--- src/rtl/des_pkg.sv ---
// Shared constants and helpers for the iterative DES key schedule:
// shift schedule, PC2 selection table, controller states and 28-bit rotates.
package des_pkg;

    localparam int NUM_ROUNDS = 16;
    localparam int CD_W       = 56;
    localparam int SK_W       = 48;

    localparam logic [3:0] LAST_RND = 4'd15;

    // Left-rotate amount for DES rounds 1..16, stored at index round-1.
    localparam logic [1:0] SHIFT_SCHED [0:NUM_ROUNDS-1] = '{
        2'd1, 2'd1, 2'd2, 2'd2, 2'd2, 2'd2, 2'd2, 2'd2,
        2'd1, 2'd2, 2'd2, 2'd2, 2'd2, 2'd2, 2'd2, 2'd1
    };

    localparam logic [5:0] PC2_TAB [0:SK_W-1] = '{
        6'd14, 6'd17, 6'd11, 6'd24, 6'd1,  6'd5,
        6'd3,  6'd28, 6'd15, 6'd6,  6'd21, 6'd10,
        6'd23, 6'd19, 6'd12, 6'd4,  6'd26, 6'd8,
        6'd16, 6'd7,  6'd27, 6'd20, 6'd13, 6'd2,
        6'd41, 6'd52, 6'd31, 6'd37, 6'd47, 6'd55,
        6'd30, 6'd40, 6'd51, 6'd45, 6'd33, 6'd48,
        6'd44, 6'd49, 6'd39, 6'd56, 6'd34, 6'd53,
        6'd46, 6'd42, 6'd50, 6'd36, 6'd29, 6'd32
    };

    typedef enum logic [1:0] {
        IDLE = 2'd0,
        RUN  = 2'd1,
        DONE = 2'd2
    } state_e;

    function automatic logic [27:0] rotl28(input logic [27:0] x, input logic [1:0] n);
        logic [27:0] r;
        case (n)
            2'd1:    r = {x[26:0], x[27]};
            2'd2:    r = {x[25:0], x[27:26]};
            default: r = x;
        endcase
        return r;
    endfunction

    function automatic logic [27:0] rotr28(input logic [27:0] x, input logic [1:0] n);
        logic [27:0] r;
        case (n)
            2'd1:    r = {x[0], x[27:1]};
            2'd2:    r = {x[1:0], x[27:2]};
            default: r = x;
        endcase
        return r;
    endfunction

    // C and D halves rotate independently; C occupies the upper 28 bits.
    function automatic logic [55:0] rotl_cd(input logic [55:0] cd, input logic [1:0] n);
        return {rotl28(cd[55:28], n), rotl28(cd[27:0], n)};
    endfunction

    function automatic logic [55:0] rotr_cd(input logic [55:0] cd, input logic [1:0] n);
        return {rotr28(cd[55:28], n), rotr28(cd[27:0], n)};
    endfunction

endpackage

--- src/rtl/des_key_sched_ctrl_if.sv ---
// Handshake bundle between key loader / round engine and the key-schedule controller.
interface des_key_sched_ctrl_if;
    import des_pkg::*;

    logic            start;
    logic            decrypt;
    logic [1:CD_W]   key_in;
    logic            subkey_ready;
    logic            subkey_valid;
    logic [1:SK_W]   subkey;
    logic [3:0]      round_idx;
    logic            busy;
    logic            done;

    modport master (
        output start, decrypt, key_in, subkey_ready,
        input  subkey_valid, subkey, round_idx, busy, done
    );

    modport slave (
        input  start, decrypt, key_in, subkey_ready,
        output subkey_valid, subkey, round_idx, busy, done
    );

endinterface

--- src/rtl/des_pc2.sv ---
// Permuted choice 2: selects 48 of the 56 C/D bits (DES bit numbering, bit 1 = MSB).
module des_pc2
    import des_pkg::*;
(
    input  logic [1:CD_W] cd,
    output logic [1:SK_W] subkey
);

    for (genvar i = 0; i < SK_W; i++) begin : g_bit
        assign subkey[i+1] = cd[PC2_TAB[i]];
    end

endmodule

--- src/rtl/des_key_sched_ctrl.sv ---
// Iterative DES key-schedule controller: one C/D register pair and a round counter
// emit K1..K16 (encrypt) or K16..K1 (decrypt) over a valid/ready handshake.
module des_key_sched_ctrl
    import des_pkg::*;
(
    input  logic                clk,
    input  logic                rst_n,
    des_key_sched_ctrl_if.slave bus
);

    state_e        state_r, state_s;
    logic [55:0]   cd_r, cd_s;
    logic [3:0]    cnt_r, cnt_s;
    logic          dir_r, dir_s;
    logic          valid_r, busy_r, done_r;
    logic [3:0]    ridx_r, ridx_s;
    logic          handshake_s;
    logic [1:SK_W] subkey_s;

    assign handshake_s = valid_r & bus.subkey_ready;

    // Next-state and C/D advance. Decrypt loads C0D0 directly because the
    // total rotation over 16 rounds is 28, so C16D16 == C0D0.
    always_comb begin
        state_s = state_r;
        cd_s    = cd_r;
        cnt_s   = cnt_r;
        dir_s   = dir_r;
        case (state_r)
            IDLE: begin
                cnt_s = 4'd0;
                if (bus.start) begin
                    dir_s   = bus.decrypt;
                    cd_s    = bus.decrypt ? bus.key_in : rotl_cd(bus.key_in, 2'd1);
                    state_s = RUN;
                end else begin
                    state_s = IDLE;
                end
            end
            RUN: begin
                if (handshake_s) begin
                    if (cnt_r == LAST_RND) begin
                        state_s = DONE;
                    end else begin
                        cnt_s = cnt_r + 4'd1;
                        cd_s  = dir_r ? rotr_cd(cd_r, SHIFT_SCHED[LAST_RND - cnt_r])
                                      : rotl_cd(cd_r, SHIFT_SCHED[cnt_r + 4'd1]);
                    end
                end else begin
                    state_s = RUN;
                end
            end
            DONE: begin
                state_s = IDLE;
                cnt_s   = 4'd0;
            end
            default: begin
                state_s = IDLE;
                cnt_s   = 4'd0;
            end
        endcase
    end

    assign ridx_s = dir_s ? (LAST_RND - cnt_s) : cnt_s;

    // State, key register and registered status outputs.
    always_ff @(posedge clk or negedge rst_n) begin
        if (!rst_n) begin
            state_r <= IDLE;
            cd_r    <= 56'd0;
            cnt_r   <= 4'd0;
            dir_r   <= 1'b0;
            valid_r <= 1'b0;
            busy_r  <= 1'b0;
            done_r  <= 1'b0;
            ridx_r  <= 4'd0;
        end else begin
            state_r <= state_s;
            cd_r    <= cd_s;
            cnt_r   <= cnt_s;
            dir_r   <= dir_s;
            valid_r <= (state_s == RUN);
            busy_r  <= (state_s == RUN);
            done_r  <= (state_s == DONE);
            ridx_r  <= ridx_s;
        end
    end

    des_pc2 u_pc2 (
        .cd     (cd_r),
        .subkey (subkey_s)
    );

    assign bus.subkey       = subkey_s;
    assign bus.subkey_valid = valid_r;
    assign bus.busy         = busy_r;
    assign bus.done         = done_r;
    assign bus.round_idx    = ridx_r;

endmodule

--- src/flat_wrapper.sv ---
// flat-port wrapper written by rule: the top's interface ports become plain ports
module des_key_sched_ctrl_flat import des_pkg::*;
  (clk, rst_n, bus_start, bus_decrypt, bus_key_in, bus_subkey_ready, bus_subkey_valid, bus_subkey, bus_round_idx, bus_busy, bus_done);
  des_key_sched_ctrl_if bus_i ();
  input  logic clk;
  input  logic rst_n;
  input wire logic [$bits(bus_i.start)-1:0] bus_start;
  input wire logic [$bits(bus_i.decrypt)-1:0] bus_decrypt;
  input wire logic [$bits(bus_i.key_in)-1:0] bus_key_in;
  input wire logic [$bits(bus_i.subkey_ready)-1:0] bus_subkey_ready;
  output wire logic [$bits(bus_i.subkey_valid)-1:0] bus_subkey_valid;
  output wire logic [$bits(bus_i.subkey)-1:0] bus_subkey;
  output wire logic [$bits(bus_i.round_idx)-1:0] bus_round_idx;
  output wire logic [$bits(bus_i.busy)-1:0] bus_busy;
  output wire logic [$bits(bus_i.done)-1:0] bus_done;
  assign bus_i.start = bus_start;
  assign bus_i.decrypt = bus_decrypt;
  assign bus_i.key_in = bus_key_in;
  assign bus_i.subkey_ready = bus_subkey_ready;
  assign bus_subkey_valid = bus_i.subkey_valid;
  assign bus_subkey = bus_i.subkey;
  assign bus_round_idx = bus_i.round_idx;
  assign bus_busy = bus_i.busy;
  assign bus_done = bus_i.done;
  des_key_sched_ctrl u_core (.clk(clk), .rst_n(rst_n), .bus(bus_i));
endmodule
--- config.mk ---
export PLATFORM = sky130hd
export DESIGN_NAME = des_key_sched_ctrl_flat
export DESIGN_NICKNAME = d
export VERILOG_FILES = /design/src/rtl/des_pkg.sv /design/src/rtl/des_key_sched_ctrl_if.sv /design/src/rtl/des_pc2.sv /design/src/rtl/des_key_sched_ctrl.sv /design/src/flat_wrapper.sv
export SDC_FILE = /design/constraint.sdc
export NUM_CORES = 1
export LEC_CHECK = 0
export CAP_MARGIN = 20
export CORE_MARGIN = 2
export CORE_UTILIZATION = 45
export DETAILED_ROUTE_END_ITERATION = 10
export PLACE_DENSITY = 0.71
export SYNTH_ARGS = -nofsm -noshare
export SYNTH_HDL_FRONTEND = slang
export SYNTH_HIERARCHICAL = 1
export SYNTH_SLANG_ARGS = --single-unit
export TNS_END_PERCENT = 1
--- constraint.sdc ---
create_clock -name clk -period 3.8 [get_ports clk]
set_clock_uncertainty 0.15 [all_clocks]
set_input_delay 0.76 -clock clk [delete_from_list [all_inputs] [get_ports clk]]
set_output_delay 0.76 -clock clk [all_outputs]
set_load 0.02 [all_outputs]
==> results_dict.tcl, run 1 <==
set metrics [dict create \
    antenna_cells 0 \
    antenna_found_initial 0 \
    post-route-drc-count 0 \
    syn_inst 636 \
    rr_worst_depth 9 \
    end_kind "flip-flop" \
    synth_simple_gate_area_share_pct 11.85 \
    first_pass_iters 5 \
    fmax_mhz 311.9 \
    cts_buffers 9 \
    final_nets 737 \
    dieHeight_um 118.8 \
    postCtsHoldBufs 0 \
    max_slew.worst_pin.slew_ns 0.7050 \
    status "finished clean" \
    io_pins 116 \
    rsz0062_at_grt "no" \
    syn-num-nets 707 \
    clk_pin_slew_worst_paths_ns 0.06 \
    clk_latency_ns 0.33 \
    gp_congestion 0.8365 \
    layout_common_cells "clkdlybuf4s50_1 (113), mux2_2 (113), dfrtp_1 (69)" \
    max_stage_delay_ns 0.46 \
    port_buffers 115 \
    fin_crit_sh_pct 84.38 \
    worstSetupPathType "reg2reg" \
    cts_setup_buffers 0 \
    holdCritPathClass "in2async" \
    maxCapViolations 0 \
    avgRoutedWirePerCell_um 17.61 \
    setup_viol 0 \
    clock-root-buffer "clkbuf_16" \
    ys_seq_area_share_pct 29.10 \
    yosys.area_share.adder_pct 2.278 \
    synthFlopType "dfrtp_1" \
    hpwl_um 9862 \
    grt_pass1_wl_um 24520 \
    cp_top_family "compound AO/OA/AOI/OAI gates" \
    r2r_setup_slack_ns 0.59 \
    crit_path_start_kind "flip-flop" \
    rr_endpoint "u_core/cd_r[16]$_DFFE_PN0P_" \
    ys_types 37 \
    cpMaxStageDelayCell "dfrtp_1" \
    core_area_mm2 0.01272 \
    dieArea_mm2 0.01412 \
    viasPerCell 5.911 \
    postRouteAntennaNets 0 \
    syn_avg_cell_area_um2 9.329 \
    synth_top_family_by_area "compound AO/OA/AOI/OAI gates" \
    yosysWarnings 6 \
    synthXorXnorAreaFrac_pct 0.8857 \
    grt_max_degree 113 \
    htreeDepth 3 \
    cp_num_buf_inv 1 \
    required_ns 3.88 \
    crit_end "u_core/cd_r[16]$_DFFE_PN0P_" \
    cts_tree "done" \
    slew_headroom_pct 51.66 \
    hold_viol 0 \
    crit_path_cell_trace "ha_1 -> xnor2_1 -> mux2_2 -> a21oi_1 -> ha_4 -> mux2i_1 -> a41oi_4 -> buf_12 -> o31ai_1" \
    path_max_fanout 112 \
    wirelength_um 14830 \
    syn_area_mm2 0.005933 \
    synth-seq-cells 69 \
    path_depth 9 \
    cts_sinks 69 \
    reg2reg_from "u_core/cnt_r[1]$_DFF_PN0_" \
    syn_to_final_growth_pct 18.37 \
    vias 4977 \
    grt.total_usage_pct 20.98 \
    synth_edf_count 0 \
    drive_gt1_share_pct 21.79 \
    clockBufferDepth 2 \
    slew_viol_final 0 \
    ctsResizeCount 0 \
    fin_crit_ns 3.206 \
    die_w_um 118.8 \
    initial_utilization_pct 46.64 \
    grt_overflow 0 \
    final.fill_count 1188 \
    synthArstFlopShare_pct 100.0 \
    tns_ns 0 \
    synth.mux.area_fraction_pct 21.95 \
    drt_iter0_drc 425 \
    grt_pass1_vias 4899 \
    crit_arrival_ns 3.29 \
    synth_compound_area_share_pct 22.25 \
    critPathLaunch "u_core/cnt_r[1]$_DFF_PN0_" \
    rows 41 \
]
## cell type report
class                           instances  area (um2)  share of cell area (%)
Clock inverter                          2       10.01                  0.1425
Multi-Input combinational cell        455        3532                   50.29
Sequential cell                        69        1727                   24.59
Timing Repair Buffer                  125        1266                   18.03
Clock buffer                           13       250.2                   3.563
Inverter                                6       22.52                  0.3207
Tap cell                              172       215.2                   3.064
## per-stage QoR
step                      instance area, um2  utilization, %  setup slack, ns  hold WS, ns  std cells
after floorplan                         5933               -           0.9258       0.3144        636
after global placement                  6763           53.16           0.7785       0.3794        827
after detailed placement                6763           53.16           0.6390       0.3883        827
after CTS                               7023           55.20           0.6207       0.2830        842
after global routing                    7023           55.20           0.4132       0.3076        842
final                                   7023           55.20           0.5937       0.2704        842
## cell usage after synthesis, types with 2 or more instances
cell type / number / area (um2)
mux2_2: 113 / 1272
dfrtp_1: 69 / 1727
nand2_1: 64 / 240.2
buf_4: 60 / 450.4
a211oi_1: 57 / 427.9
nor2b_1: 57 / 356.6
o22ai_1: 56 / 350.3
o31ai_1: 56 / 420.4
buf_2: 31 / 155.2
clkbuf_1: 13 / 48.80
ha_1: 10 / 125.1
inv_1: 6 / 22.52
xnor2_1: 6 / 52.55
a21oi_1: 5 / 25.02
nor2_1: 5 / 18.77
mux2i_1: 3 / 30.03
a22oi_1: 2 / 15.01
nand3_1: 2 / 10.01
nor3_1: 2 / 10.01
o21ai_0: 2 / 10.01
## how the worst min path moves through the flow
stage | slack (ns) | startpoint | depth (start not counted) | end
6_report | 0.27 | rst_n | 1 | u_core/cd_r[1]$_DFFE_PN0P_
4_1_cts | 0.28 | rst_n | 1 | u_core/cd_r[1]$_DFFE_PN0P_
3_5_place_dp | 0.39 | u_core/cd_r[18]$_DFFE_PN0P_ | 2 | u_core/cd_r[18]$_DFFE_PN0P_
2_1_floorplan | 0.31 | rst_n | 0 | u_core/bus.busy$_DFF_PN0_
5_1_grt | 0.31 | rst_n | 1 | u_core/cd_r[1]$_DFFE_PN0P_
3_3_place_gp | 0.38 | u_core/cd_r[31]$_DFFE_PN0P_ | 2 | u_core/cd_r[31]$_DFFE_PN0P_
## per-layer routing
metal	vias up	track usage, %	share of wire [%]
li1	2385	-	-
met2	187	33.23	46
met4	0	7.664	1.7
met5	-	0	0
met3	17	4.119	6.6
met1	2388	28.48	46
## sequential cells by signal, summed over array words and instances, names as in the netlist
register / count
u_core/bus.round_idx: 4
u_core/state_r: 2
u_core/cnt_r: 4
u_core/bus.busy: 1
u_core/cd_r: 56
u_core/bus.done: 1
u_core/dir_r: 1
## cell families (layout without fill, tap and decap cells)
logic type	Yosys count	in the layout
flip-flops	69	69
AND/OR/NAND/NOR	138	138
adder cells (fa/ha/maj)	11	11
buffers and inverters	112	146
multiplexers	116	116
AO/OA/AOI/OAI	184	184
XOR/XNOR	6	6
Power of run 1 is left out: the tool's default activity adds up to more than one toggle a clock period on the data nets, which glitch-free logic cannot reach.
==> run 2, diff against run 1 <==
- clock period: 3.8 -> 3.03 ns (I/O delays scaled with it)
==> run 2 against run 1 <==
Design area up 4.8%. Global-route usage is 0.16 points lower. Via count up 2.3%. Register-to-register slack got worse by 0.57 ns. Critical path type unchanged.
==> results_dict.tcl, run 2 (synthesis gave the netlist of run 1 again) <==
set metrics [dict create \
    status "finished clean" \
    rr_worst_depth 10 \
    clockBufferDepth 2 \
    first_pass_iters 5 \
    antenna_found_initial 0 \
    die_w_um 118.8 \
    antenna_cells 0 \
    syn_to_final_growth_pct 24.08 \
    maxCapViolations 0 \
    final_cells 858 \
    hpwl_um 9627 \
    cts_sinks 69 \
    grt_pass1_vias 4959 \
    grt_max_degree 64 \
    grt_pass1_wl_um 24410 \
    grt_overflow 0 \
    fin_crit_sh_pct 99.20 \
    r2r_setup_slack_ns 0.02 \
    worstSetupPathType "reg2reg" \
    initial_utilization_pct 46.64 \
    rr_endpoint "u_core/cd_r[37]$_DFFE_PN0P_" \
    clock-root-buffer "clkbuf_16" \
    core_area_mm2 0.01272 \
    gp_congestion 0.8179 \
    final_nets 752 \
    fmax_mhz 332.7 \
    port_buffers 115 \
    final_area_mm2 0.007362 \
    cts_tree "done" \
    wirelength_um 15790 \
    io_pins 116 \
    dieHeight_um 118.8 \
    required_ns 3.11 \
    timing.hold.ws_ns 0.1752 \
    htreeDepth 3 \
    clk_pin_slew_worst_paths_ns 0.05 \
    top_register "u_core/cd_r" \
    post-route-drc-count 0 \
    drive_gt1_share_pct 24.78 \
    holdCritPathClass "in2async" \
    reg2reg_from "u_core/cnt_r[0]$_DFF_PN0_" \
    avgRoutedWirePerCell_um 18.40 \
    dpl.cell_count 834 \
    critPathLaunch "u_core/cnt_r[0]$_DFF_PN0_" \
    crit_path_start_kind "flip-flop" \
    drt_iter0_drc 352 \
    final.fill_count 1145 \
    largest_register_ff_count 56 \
    end_kind "flip-flop" \
    fin_crit_ns 3.006 \
    met1_length_um 6965 \
    dr_wl_met2_um 7639 \
    clk_latency_ns 0.33 \
    postRouteAntennaNets 0 \
    slew_headroom_pct 50.29 \
    max_slew.worst_pin.slew_ns 0.7456 \
    slew_viol_final 0 \
    dieArea_mm2 0.01412 \
    cts_buffers 9 \
    top_layer_used "met4" \
    crit_arrival_ns 3.08 \
    dr_wl_met3_um 1013 \
    hold_viol 0 \
    grt.total_usage_pct 20.82 \
    rows 41 \
    placed_area_mm2 0.006878 \
    setup_viol 0 \
    path_max_fanout 14 \
    layout_common_cells "clkdlybuf4s50_1 (113), mux2_2 (113), dfrtp_1 (68)" \
    vias 5091 \
    viasPerCell 5.934 \
]
-- run 2: cell count changes in the layout (fill, tap and decap cells not counted), sizes merged --
cell    delta
buf       +10
clkbuf     +7
clkinv     -1
-- run 2: per-stage QoR --
| stage | TNS, ns | utilization [%] | setup slack (ns) |
|---|---|---|---|
| 2_1_floorplan | 0 | - | 0.1558 |
| 3_3_place_gp | 0 | 54.06 | 0.1504 |
| 3_5_place_dp | 0 | 54.06 | 0.008844 |
| 4_1_cts | 0 | 56.26 | 0.08870 |
| 5_1_grt | -1.058 | 57.87 | -0.05974 |
| 6_report | 0 | 57.87 | 0.02417 |
-- run 2: area by class of cell --
cell class | instances | area [um2] | share of cell area, %
multi-input combinational | 455 | 3578 | 48.61
sequential | 69 | 1728 | 23.47
timing repair buffer | 140 | 1545 | 20.99
clock buffer | 15 | 267.8 | 3.637
tap | 172 | 215.2 | 2.923
inverter | 6 | 22.52 | 0.3059
clock inverter | 1 | 5.005 | 0.06798
-- run 2: worst max-delay path, stage by stage (launching register included) --
cell	delay [ns]
dfrtp_1	0.44
ha_2	0.24
buf_4	0.16
maj3_1	0.37
a21oi_2	0.23
ha_4	0.24
mux2i_2	0.20
a41oi_4	0.19
buf_12	0.23
clkbuf_16	0.17
o31ai_1	0.28
-- run 2: worst max-delay path by stage --
| stage | to |
|---|---|
| finish | u_core/cd_r[37]$_DFFE_PN0P_ |
| global route | u_core/cd_r[0]$_DFFE_PN0P_ |
| CTS | u_core/cd_r[28]$_DFFE_PN0P_ |
| detailed placement | u_core/cd_r[8]$_DFFE_PN0P_ |
| global placement | u_core/cd_r[19]$_DFFE_PN0P_ |
| floorplan | u_core/cd_r[2]$_DFFE_PN0P_ |
-- run 2: timing repair --
action / CTS / global route
setup endpoints to repair: 2 / 20
hold buffers: 0 / 0
pin swaps: 0 / 2
gates cloned: 0 / 6
gates resized for setup: 2 / 8
buffers inserted: 0 / 2
-- run 2: per-layer routing --
metal  track usage (%)  vias up
met5                 0        -
met4             7.366        0
met3             4.789       18
met2             33.30      174
met1             27.62     2477
li1                  -     2422
Power of run 2 is left out for the same reason.
